`config.mk`:
```
export PLATFORM = sky130hd
export DESIGN_NAME = ascii_bits_to_hex_flat
export DESIGN_NICKNAME = d
export VERILOG_FILES = /design/src/rtl/ascii_bits_to_hex_if.sv /design/src/rtl/ascii_bits_to_hex.sv /design/src/flat_wrapper.sv
export SDC_FILE = /design/constraint.sdc
export NUM_CORES = 1
export LEC_CHECK = 0
export CAP_MARGIN = 20
export CORE_MARGIN = 1
export CORE_UTILIZATION = 37
export DETAILED_ROUTE_END_ITERATION = 8
export PLACE_DENSITY_LB_ADDON = 0.12
export SETUP_SLACK_MARGIN = 0.15
export SYNTH_ARGS = -nofsm -noshare
export SYNTH_HDL_FRONTEND = slang
export SYNTH_SLANG_ARGS = --single-unit
```
`constraint.sdc`:
```
create_clock -name clk -period 1.5 [get_ports clk]
set_clock_uncertainty 0.1 [all_clocks]
set_input_delay 0.3 -clock clk [delete_from_list [all_inputs] [get_ports clk]]
set_output_delay 0.3 -clock clk [all_outputs]
set_load 0.05 [all_outputs]
```
`src/rtl/ascii_bits_to_hex_if.sv`:
```
// Bundles the character-input and nibble/word-output handshakes of
// ascii_bits_to_hex.
//   master : character source / output consumer side (drives char_in, char_valid, out_ready)
//   slave  : the parser (drives char_ready, nibble_out, word_out, word_last,
//            out_valid, err_char, err_partial)
interface ascii_bits_to_hex_if #(
  parameter int N_NIBBLES = 4
) ();
  logic [7:0]             char_in;
  logic                   char_valid;
  logic                   char_ready;
  logic [3:0]             nibble_out;
  logic [4*N_NIBBLES-1:0] word_out;
  logic                   word_last;
  logic                   out_valid;
  logic                   out_ready;
  logic                   err_char;
  logic                   err_partial;

  modport master (
    output char_in, char_valid, out_ready,
    input  char_ready, nibble_out, word_out, word_last, out_valid,
           err_char, err_partial
  );

  modport slave (
    input  char_in, char_valid, out_ready,
    output char_ready, nibble_out, word_out, word_last, out_valid,
           err_char, err_partial
  );
endinterface

```
`src/rtl/ascii_bits_to_hex.sv`:
```
// Parses a stream of ASCII '0'/'1' characters (MSB first) into 4-bit nibbles
// and packs N_NIBBLES nibbles into a word, first nibble in the MS position.
// Ports:
//   clk    : system clock, rising edge
//   reset  : asynchronous, active-high; clears all state
//   bus    : ascii_bits_to_hex_if.slave
//            char_in/char_valid/char_ready  : character input handshake
//            nibble_out/word_last/word_out  : completed nibble, word-end flag, packed word
//            out_valid/out_ready            : output handshake
//            err_char / err_partial         : 1-cycle error pulses
module ascii_bits_to_hex #(
  parameter int N_NIBBLES = 4
) (
  input  logic               clk,
  input  logic               reset,
  ascii_bits_to_hex_if.slave bus
);

  localparam int WORD_W = 4 * N_NIBBLES;
  localparam int CNT_W  = (N_NIBBLES > 1) ? $clog2(N_NIBBLES) : 1;

  typedef enum logic [1:0] {
    CH_DIGIT,
    CH_SEP,
    CH_EOL,
    CH_BAD
  } char_class_t;

  typedef enum logic {
    COLLECT,
    HOLD
  } state_t;

  function automatic char_class_t classify(input logic [7:0] c);
    case (c)
      8'h30, 8'h31: classify = CH_DIGIT;
      8'h20, 8'h5F: classify = CH_SEP;
      8'h0D, 8'h0A: classify = CH_EOL;
      default:      classify = CH_BAD;
    endcase
  endfunction

  state_t              state;
  logic [2:0]          shreg;     // the three most recent bits; the 4th arrives with char_in
  logic [1:0]          bit_cnt;
  logic [CNT_W-1:0]    nib_cnt;
  logic [WORD_W-1:0]   acc;

  char_class_t         cls;
  logic                accept;
  logic                pop;
  logic                complete;
  logic                word_done;
  logic [3:0]          nib_next;
  logic [WORD_W-1:0]   acc_next;

  // A held output blocks new characters unless it is being taken this cycle.
  assign bus.char_ready = (state == COLLECT) | bus.out_ready;

  always_comb begin
    cls       = classify(bus.char_in);
    accept    = bus.char_valid & bus.char_ready;
    pop       = (state == HOLD) & bus.out_ready;
    nib_next  = {shreg, bus.char_in[0]};
    complete  = accept && (cls == CH_DIGIT) && (bit_cnt == 2'd3);
    word_done = (nib_cnt == CNT_W'(N_NIBBLES - 1));
  end

  if (N_NIBBLES > 1) begin : g_multi
    assign acc_next = {acc[WORD_W-5:0], nib_next};
  end else begin : g_single
    assign acc_next = nib_next;
  end

  always_ff @(posedge clk or posedge reset) begin
    if (reset) begin
      state           <= COLLECT;
      shreg           <= '0;
      bit_cnt         <= '0;
      nib_cnt         <= '0;
      acc             <= '0;
      bus.out_valid   <= 1'b0;
      bus.word_last   <= 1'b0;
      bus.nibble_out  <= '0;
      bus.word_out    <= '0;
      bus.err_char    <= 1'b0;
      bus.err_partial <= 1'b0;
    end else begin
      bus.err_char    <= 1'b0;
      bus.err_partial <= 1'b0;

      if (accept) begin
        unique case (cls)
          CH_DIGIT: begin
            shreg   <= nib_next[2:0];
            bit_cnt <= bit_cnt + 2'd1;   // wraps to 0 on the 4th digit
          end
          CH_EOL: begin
            bus.err_partial <= (bit_cnt != 2'd0) || (nib_cnt != '0);
            bit_cnt         <= '0;
            nib_cnt         <= '0;
            acc             <= '0;
          end
          CH_BAD: begin
            bus.err_char <= 1'b1;
            bit_cnt      <= '0;          // partial nibble dropped, word progress kept
          end
          default: ;                     // separators are consumed silently
        endcase
      end

      // A new nibble takes priority over a pop so back-to-back nibbles stay in HOLD.
      if (complete) begin
        state          <= HOLD;
        bus.out_valid  <= 1'b1;
        bus.nibble_out <= nib_next;
        if (word_done) begin
          bus.word_out  <= acc_next;
          bus.word_last <= 1'b1;
          acc           <= '0;
          nib_cnt       <= '0;
        end else begin
          bus.word_last <= 1'b0;
          acc           <= acc_next;
          nib_cnt       <= nib_cnt + CNT_W'(1);
        end
      end else if (pop) begin
        state         <= COLLECT;
        bus.out_valid <= 1'b0;
        bus.word_last <= 1'b0;
      end
    end
  end

endmodule

```
`src/flat_wrapper.sv`:
```
// flat-port wrapper written by rule: the top's interface ports become plain ports
module ascii_bits_to_hex_flat 
#(
  parameter int N_NIBBLES = 4
)
  (clk, reset, bus_char_in, bus_char_valid, bus_out_ready, bus_char_ready, bus_nibble_out, bus_word_out, bus_word_last, bus_out_valid, bus_err_char, bus_err_partial);
  ascii_bits_to_hex_if #(.N_NIBBLES(N_NIBBLES)) bus_i ();
  input  logic clk;
  input  logic reset;
  input wire logic [$bits(bus_i.char_in)-1:0] bus_char_in;
  input wire logic [$bits(bus_i.char_valid)-1:0] bus_char_valid;
  input wire logic [$bits(bus_i.out_ready)-1:0] bus_out_ready;
  output wire logic [$bits(bus_i.char_ready)-1:0] bus_char_ready;
  output wire logic [$bits(bus_i.nibble_out)-1:0] bus_nibble_out;
  output wire logic [$bits(bus_i.word_out)-1:0] bus_word_out;
  output wire logic [$bits(bus_i.word_last)-1:0] bus_word_last;
  output wire logic [$bits(bus_i.out_valid)-1:0] bus_out_valid;
  output wire logic [$bits(bus_i.err_char)-1:0] bus_err_char;
  output wire logic [$bits(bus_i.err_partial)-1:0] bus_err_partial;
  assign bus_i.char_in = bus_char_in;
  assign bus_i.char_valid = bus_char_valid;
  assign bus_i.out_ready = bus_out_ready;
  assign bus_char_ready = bus_i.char_ready;
  assign bus_nibble_out = bus_i.nibble_out;
  assign bus_word_out = bus_i.word_out;
  assign bus_word_last = bus_i.word_last;
  assign bus_out_valid = bus_i.out_valid;
  assign bus_err_char = bus_i.err_char;
  assign bus_err_partial = bus_i.err_partial;
  ascii_bits_to_hex #(.N_NIBBLES(N_NIBBLES)) u_core (.clk(clk), .reset(reset), .bus(bus_i));
endmodule
```
Word-level counts from Yosys, hierarchy flattened
Cells that the tools add are included. W data, S select, Z words.

Memories: 0. Output and inout bits: 25. Latch bits: 0. Input port bits: 12. Bits in writable memories: 0. Bits in read-only memories: 0. Word-level logic and storage cells: 62. Register bits after elaboration: 43.

Equal/unequal tests: 10. Bitwise gates (word level): 4. Muxes and demuxes: 18. $mul: 0. $lt $le $gt $ge: 0. Div/mod/pow operators: 0. $add $sub $neg: 2. Shift operators: 0. Reductions and logical operators: 18.

Operators with widths (number): $mux W12 (4); $eq A8 B6 Y1 const B (3); $eq A8 B4 Y1 const B (2); $reduce_bool A2 Y1 (6); $eq A2 B2 Y1 const B (4); $eq A8 B7 Y1 const B (1); $mux W1 (8); $mux W2 (4); $reduce_and A2 Y1 (4); $reduce_or A2 Y1 (4); $pmux W2 S3 (1); $add A2 B1 Y2 const B (2); $pmux W2 S2 (1); $and A1 B1 Y1 (2); $logic_and A1 B1 Y1 (2); $logic_not A2 Y1 (1); $logic_or A1 B1 Y1 (1); $not A1 Y1 (1); $or A1 B1 Y1 (1).

Logic depth before layout (Yosys ltp)
Gate-level depths: netlist of the first run.

Depth in word-level cells: 8. Depth in mapped cells: 6. Depth with buffers taken out: 4.

Least setup slack after synthesis of the first run
OpenSTA, ideal clock, no wires.

Path kind: register to register. Start point: register u_core.state. End point: register u_core.bus.word_out[0]. Clock period less this slack: 2.357 ns. Cell stages (with the launch flop): 7. Path slack: -0.857 ns. Library setup time: 0.125 ns. Arrival time: 2.132 ns. Path buffers: 2. Data required time: 1.275 ns. Cell sequence: dfrtp_1 > nand2b_1 > o211a_1 > and4_4 > buf_8 > buf_12 > mux2_4.

Cells in the longest elaborated chain, start to end: 6.

RTL lines: start: declaration (RTL line ascii_bits_to_hex.sv:43) `state_t state;`; start signal: assignment (RTL line ascii_bits_to_hex.sv:77) `state <= COLLECT;`; start signal: assignment (RTL line ascii_bits_to_hex.sv:114) `state <= HOLD;`; start signal: assignment (RTL line ascii_bits_to_hex.sv:128) `state <= COLLECT;`; $not A1 Y1 (RTL line ascii_bits_to_hex.sv:58) `assign bus.char_ready = (state == COLLECT) | bus.out_ready;`; $or A1 B1 Y1 (RTL line ascii_bits_to_hex.sv:58); via bus_char_ready (RTL line flat_wrapper.sv:13) `output wire logic [$bits(bus_i.char_ready)-1:0] bus_char_ready;`; $and A1 B1 Y1 (RTL line ascii_bits_to_hex.sv:62) `accept = bus.char_valid & bus.char_ready;`; $logic_and A1 B1 Y1 (2 in series) (RTL line ascii_bits_to_hex.sv:65) `complete = accept && (cls == CH_DIGIT) && (bit_cnt == 2'd3);`; $reduce_and A2 Y1 (no line); end signal: assignment (RTL line ascii_bits_to_hex.sv:118) `bus.word_out <= acc_next;`; end: declaration (RTL line ascii_bits_to_hex_if.sv:28) `output char_ready, nibble_out, word_out, word_last, out_valid,`.

The timed path passes the listed nets, and every way through them passes these cells. A chain may end at the register's enable or synchronous reset.

Worst setup path in the final report of the first run
Start point: input bus_char_in[6]. End point: register u_core.bus.nibble_out[2].

Cells in the longest elaborated chain, start to end: 6. Elaborated cells between the ends (all ways): 13. Those cells by class: 6 x eq/ne; 1 x mux; 6 x reduce/logical.

RTL lines: start: declaration (RTL line flat_wrapper.sv:10) `input wire logic [$bits(bus_i.char_in)-1:0] bus_char_in;`; $eq A8 B4 Y1, or another cell as far along (RTL line ascii_bits_to_hex.sv:35) `case (c)`; $reduce_or A2 Y1 (RTL line ascii_bits_to_hex.sv:35); $pmux W2 S3 * (RTL line ascii_bits_to_hex.sv:35); $logic_not A2 Y1 * (RTL line ascii_bits_to_hex.sv:65); $logic_and A1 B1 Y1 * (2 in series) (RTL line ascii_bits_to_hex.sv:65); end signal: assignment (RTL line ascii_bits_to_hex.sv:116) `bus.nibble_out <= nib_next;`; end: declaration (RTL line ascii_bits_to_hex_if.sv:28).

Every way passes the cells marked *; elsewhere a longest branch is shown, timed or not.

==> reports/metrics.cfg, run 1 <==
[power_and_ir_drop]
p_switching_uw = 490
p_int_uw = 1620
p_leak_uw = 0.00163
combPwrFrac_pct = 8.2
clkPwrFrac_pct = 36.5
sw_frac_of_total_pct = 23.2
peakVddDrop_mv = 0.460
seq_power_share_pct = 55.4
power_density_mw_per_mm2 = 623
p_total_uw = 2110

[clock_tree]
ctsHoldBuffers = 0
path_clk_slew_ns = 0.08
cts_tree = done
numCtsBuffers = 5
cts_buffer_depth = 2
cts.sinks = 43
h-tree-depth = 2
clock-root-buffer = clkbuf_8
clock_latency_ns = 0.29

[global_routing]
grt_use_met2_pct = 32.9
grt_max_degree = 16
grt_pass1_vias = 1569
grt_busiest_layer = met2
globalRouteTotalUtil_pct = 19.8
met3_usage_pct = 4.10
antenna_found_initial = 0
gr-usage-met1_pct = 25.8
grt_pass1_wl_mm = 8.02
overflow = 0

[final_layout]
nets = 244
fin_area_mm2 = 0.00339
layout-drive-gt1-share_pct = 54.1
syn2layout_area_growth_pct = 69.5
layout_commonest_cell = dfrtp_1
diodes = 0
final_cell_mix = dfrtp_1 (42), buf_12 (33), mux2_4 (23)

[setup_path]
cp.required_ns = 1.58
cp_slowest_cell = mux2_4
cpPeakStageDelay_ns = 0.29
worst-path-stages = 8
setup.worst_path.start_class = input pin
cp_max_fo = 4
cp_num_buf_inv = 4
crit_path_frequent_cell = buf_6
path_cells = clkdlybuf4s15_1, nor2_1, and3_4, buf_6, buf_6, nand3_4, buf_12, mux2_4
arrival_ns = 1.75
crit_family = buffers and inverters
critPathKind = input pin to flip-flop
rr_worst_depth = 5
end_kind = flip-flop

[synthesis]
synth_area_mm2 = 0.00200
syn_nets = 167
yosysSeqAreaShare_pct = 53.8
netlist_instances = 151
syn_area_per_cell_um2 = 13.2
yosysWarnings = 0
ys_seq_elements = 43
synthDistinctLibCells = 31

[die]
core_mm2 = 0.00514
initial_core_util_pct = 38.9
dieArea_mm2 = 0.00570
rows = 26
die_height_um = 75.5
num_io_pins = 37
die_w_um = 75.5

[timing]
setup_viol = 42
finalCritPeriodShare_pct = 111
rsz0062_at_grt = true
min_period_ns = 1.67
hold_viol = 0
tightestPinTransition_ns = 0.249
maxSlewHeadroom_pct = 83.4
fmax_mhz = 600
fin_ws_ns = -0.166
final_max_slew_viol_count = 0

[detailed_routing]
final_antenna_net_count = 0
wl_mm = 5.34
drt-initial-drc-count = 84
drt-pass1-iter-count = 4
drc = 0
avgViaCountPerCell = 4.99
dr_total_vias = 1493
wl_per_cell_um = 17.9

[min_path]
worstHoldPathType = input pin to async pin

[place]
gp_congestion = 0.760
dp_hpwl_mm = 3.30
portBuffers = 36
placed_area_mm2 = 0.00292

[job]
maxCapViolations = 0

[run_status]
status = complete, but fails checks
violations = setup timing

## state kept, by name, indices dropped and copies added (netlist names)
| signal | cells |
|---|---|
| u_core.acc | 12 |
| u_core.bus.word_out | 16 |
| u_core.shreg | 3 |
| u_core.bus.err_char | 1 |
| u_core.nib_cnt | 2 |
| u_core.bus.word_last | 1 |
| u_core.bus.nibble_out | 4 |
| u_core.state | 1 |
| u_core.bit_cnt | 2 |
| u_core.bus.err_partial | 1 |
## metal layers
metal	wire length (um)	up-vias	part of all wire, %
met2	2740	43	51
met1	2320	754	44
li1	-	681	-
met5	0	-	0
met3	183	15	3.4
met4	95	0	1.8
## power by group through the flow
stage	Combinational, uW	Sequential (uW)	Clock [uW]
floorplan	44.5	1190	0
global placement	138	1190	0
detailed placement	142	1190	0
CTS	152	1170	787
global route	182	1170	819
finish	172	1170	770
## path summary, 6_finish.rpt
kind,start,endpoint,slack [ns]
worst max-delay path,bus_char_in[6],u_core.bus.nibble_out[2]$_DFFE_PP0P_,-0.17
worst min-delay path,reset,u_core.bus.word_out[11]$_DFFE_PP0P_,0.19
worst max register to register,u_core.state$_DFFE_PP0P_,u_core.bus.word_out[9]$_DFFE_PP0P_,-0.14
worst min register to register,u_core.acc[11]$_DFFE_PP0P_,u_core.bus.word_out[15]$_DFFE_PP0P_,0.42
max in group asynchronous,reset,u_core.bus.nibble_out[2]$_DFFE_PP0P_,0.72
min in group clk,bus_char_in[0],u_core.shreg[0]$_DFFE_PP0P_,0.28
## through the flow
step                      hold WS (ns)  setup WS (ns)  utilization, %  setup TNS [ns]  instances
final                            0.195         -0.166            65.9           -5.16        299
after global routing             0.204         -0.178            65.9           -5.46        299
after CTS                        0.196         -0.146            63.1           -3.55        291
after detailed placement         0.387         -0.842            56.9          -31.03        274
after global placement           0.390         -0.769            56.9          -28.19        274
after floorplan                  0.198         -0.424               -           -8.69        151
## synth_stat cells
master / number / area [um2]
dfrtp_1: 43 / 1080
mux2_2: 15 / 169
o21ai_0: 15 / 75.1
mux2i_1: 14 / 140
nand2b_1: 12 / 75.1
mux2_4: 9 / 135
inv_1: 7 / 26.3
nand2_1: 5 / 18.8
ha_1: 4 / 50.1
clkbuf_1: 3 / 11.3
buf_2: 2 / 10.0
nand4b_1: 2 / 17.5
nor3b_1: 2 / 15.0
a211oi_1: 1 / 7.51
a22o_1: 1 / 8.76
and2_2: 1 / 7.51
and3_2: 1 / 7.51
and3_4: 1 / 11.3
and3b_1: 1 / 8.76
and4_4: 1 / 11.3
buf_12: 1 / 20.0
buf_8: 1 / 15.0
nand3_2: 1 / 10.0
nor2_1: 1 / 3.75
nor3_1: 1 / 5.00
nor4b_4: 1 / 23.8
o2111ai_1: 1 / 8.76
o211a_1: 1 / 10.0
o21bai_1: 1 / 7.51
or2_2: 1 / 6.26
or2b_1: 1 / 7.51
## cells by family after synthesis
kind of cell | synth area share (%)
flops | 53.8
simple gates | 11.5
compound gates | 5.88
buf+inv | 4.13
fa+ha+maj | 2.50
mux | 22.2
## cell type report
type | instances | area (um2)
inverter | 7 | 30.0
sequential | 43 | 1080
fill | 400 | 1750
timing repair buffer | 77 | 1110
clock inverter | 1 | 5.00
tap | 70 | 87.6
multi-input combinational | 94 | 996
clock buffer | 7 | 86.3
## what timing repair did
action / 4_1_cts / 5_1_grt
gates resized for setup: 68 / 22
endpoints found under the setup margin: 45 / 45
setup buffers: 6 / 8
pin swaps: 9 / 10
gates cloned: 3 / 0
(Power assumes the default switching activity.)
==> run 2, diff against run 1 <==
--- a/config.mk
+++ b/config.mk
@@ -8,6 +8,7 @@
 export CAP_MARGIN = 20
 export CORE_MARGIN = 1
 export CORE_UTILIZATION = 37
+export CTS_CLUSTER_SIZE = 8
 export DETAILED_ROUTE_END_ITERATION = 8
 export PLACE_DENSITY_LB_ADDON = 0.12
 export SETUP_SLACK_MARGIN = 0.15
==> results of run 2 <==
No change in the layout: final DEF, timing and power equal those of run 1.
==> run 3, diff against run 2 <==
--- a/config.mk
+++ b/config.mk
@@ -12,6 +12,8 @@
 export DETAILED_ROUTE_END_ITERATION = 8
 export PLACE_DENSITY_LB_ADDON = 0.12
 export SETUP_SLACK_MARGIN = 0.15
+export SKIP_LAST_GASP = 1
+export SLEW_MARGIN = 40
 export SYNTH_ARGS = -nofsm -noshare
 export SYNTH_HDL_FRONTEND = slang
 export SYNTH_SLANG_ARGS = --single-unit
==> run 3 against run 2 <==
The run still ends with setup timing left. Combinational power fell by 13%. Setup slack improved by 0.024 ns. Die area did not move. Fmax rose by 1.5%. Total power fell by 1.5%. Sequential power barely moved. Global-route usage did not move. Utilization fell by 1.8 points. Critical path type is now flip-flop to flip-flop.
==> reports/metrics.cfg, run 3 (synthesis results as in run 1) <==
[detailed_routing]
drc = 0  ; unchanged
drt-pass1-iter-count = 4  ; unchanged
wl_mm = 5.02  ; -6.1%
wl_per_cell_um = 17.0  ; -4.8%
final_antenna_net_count = 0  ; unchanged
drt-initial-drc-count = 59  ; -30%
dr_total_vias = 1456  ; -2.5%
avgViaCountPerCell = 4.94  ; -1.2%

[die]
die_height_um = 75.5  ; unchanged
die_w_um = 75.5  ; unchanged
core_mm2 = 0.00514  ; unchanged
initial_core_util_pct = 38.9  ; unchanged
dieArea_mm2 = 0.00570  ; unchanged
num_io_pins = 37  ; unchanged
rows = 26  ; unchanged

[global_routing]
grt_pass1_wl_mm = 8.02  ; unchanged
antenna_found_initial = 0  ; unchanged
overflow = 0  ; unchanged
grt_max_degree = 16  ; unchanged
grt_pass1_vias = 1569  ; unchanged
globalRouteTotalUtil_pct = 19.8  ; unchanged

[setup_path]
worst-path-stages = 5  ; -3
setup.worst_path.start_class = flip-flop
rr_worst_depth = 5  ; unchanged
crit_family = flip-flops
cp_num_buf_inv = 1  ; -3
arrival_ns = 1.72  ; -0.03 ns
cpPeakStageDelay_ns = 0.43  ; +0.14 ns
cp_max_fo = 7  ; +3
cp.required_ns = 1.58  ; about the same
timing.rr.start = u_core.state$_DFFE_PP0P_
critPathKind = flip-flop to flip-flop
end_kind = flip-flop
crit_path_start = u_core.state$_DFFE_PP0P_
cp_slowest_cell = dfrtp_2
path_cells = nand2b_4, o211a_4, and4_4, buf_12, mux2_4

[clock_tree]
clock_latency_ns = 0.29  ; about the same
numCtsBuffers = 5  ; unchanged
clock-root-buffer = clkbuf_8
h-tree-depth = 2  ; unchanged
path_clk_slew_ns = 0.08  ; about the same
cts.sinks = 43  ; unchanged
cts_tree = done
cts_buffer_depth = 2  ; unchanged

[final_layout]
layout_commonest_cell = dfrtp_1
layout-drive-gt1-share_pct = 53.3  ; -0.82 points
largestRegisters = u_core.bus.word_out: 16 flops, u_core.acc: 12 flops, u_core.bus.nibble_out: 4 flops
nets = 240  ; -1.6%
fillers = 414  ; +3.5%
multiInputGateArea_um2 = 967  ; -2.9%
diodes = 0  ; unchanged
final-seq-area_mm2 = 0.00108  ; unchanged
largest_reg_flops = 16  ; unchanged
top_register = u_core.bus.word_out
final_util_pct = 64.2  ; -1.8 points
syn2layout_area_growth_pct = 65.0
final_cell_mix = dfrtp_1 (42), buf_12 (33), mux2_4 (23)

[timing]
hold_viol = 0  ; unchanged
maxSlewHeadroom_pct = 79.2  ; -4.2 points
holdWs_ns = 0.197  ; +0.00173 ns
setup_viol = 40  ; -4.8%
finalCritPeriodShare_pct = 109  ; -1.6 points
rsz0062_at_grt = true
tightestPinTransition_ns = 0.313  ; +0.0638 ns
final_max_slew_viol_count = 0  ; unchanged
fmax_mhz = 609  ; +1.5%
min_period_ns = 1.64  ; -0.0243 ns
fin_ws_ns = -0.142  ; +0.0243 ns
setup_tns_ns = -3.49  ; +1.67 ns

[place]
portBuffers = 36  ; unchanged
dp_hpwl_mm = 3.30  ; unchanged
gp_congestion = 0.760  ; unchanged
pre_cts_slack_ns = -0.842  ; unchanged

[power_and_ir_drop]
peakVddDrop_mv = 0.458  ; -0.38%
power_density_mw_per_mm2 = 630  ; +1.2%
p_leak_uw = 0.00160  ; -2.0%

[min_path]
worstHoldPathType = input pin to async pin

[run_status]
status = complete, but fails checks
violations = setup timing

[job]
maxCapViolations = 0  ; unchanged

run 3: cell types whose count changed in the layout (fill, tap and decap cells not counted), sizes merged:
| cell | previous run | this run |
|---|---|---|
| clkbuf | 7 | 10 |
| buf | 71 | 67 |
| clkdlybuf4s15 | 3 | 0 |
run 3: what timing repair did:
| item | 4_1_cts | 5_1_grt |
|---|---|---|
| gates cloned | 3 | 0 |
| pin swaps | 9 | 7 |
| hold buffers | 0 | 0 |
| gates resized for setup | 66 | 16 |
| buffers inserted | 6 | 4 |
| setup endpoints to repair | 45 | 45 |
run 3: stage by stage:
stage	cell area (um2)	instances	power [uW]
after floorplan	2040	151	1240
after global placement	2920	274	1330
after detailed placement	2920	274	1330
after CTS	3240	291	2110
after global routing	3300	295	2150
final	3300	295	2080
run 3: worst paths after layout:
kind                                                        end  slack [ns]
min in group clk               u_core.bus.word_last$_DFFE_PP0P_        0.33
setup / recovery             u_core.bus.word_out[9]$_DFFE_PP0P_       -0.14
hold reg to reg             u_core.bus.word_out[15]$_DFFE_PP0P_        0.42
setup reg to reg             u_core.bus.word_out[9]$_DFFE_PP0P_       -0.14
max in group asynchronous  u_core.bus.nibble_out[2]$_DFFE_PP0P_        0.72
hold / removal              u_core.bus.word_out[11]$_DFFE_PP0P_        0.20
run 3: cell type report:
cell class              count  area share [%]
clock buffers               7            2.62
clock inverters             1           0.152
inverters                   7           0.910
multi-input cells          94            29.3
flip-flops and latches     43            32.7
well taps                  70            2.65
repair buffers             73            31.7
run 3: layer usage:
metal  wire length (um)  GRT usage (%)  up-vias
met5                  0              0        -
met4                 53           6.58        0
met3                189           4.10        6
met2               2600           32.9       39
met1               2180           25.8      733
li1                   -              -      678
run 3: where the power goes:
| group | switching [uW] | total (uW) | internal, uW |
|---|---|---|---|
| clock | 388 | 760 | 372 |
| sequential | 6.29 | 1170 | 1160 |
| combinational | 76.4 | 150 | 73.7 |
| total | 471 | 2080 | 1610 |
run 3: worst reg2reg max path, cell delays in order (launching register included):
cell and delay [ns]:
dfrtp_2 0.43, nand2b_4 0.08, o211a_4 0.17, and4_4 0.29
buf_12 0.15, mux2_4 0.30
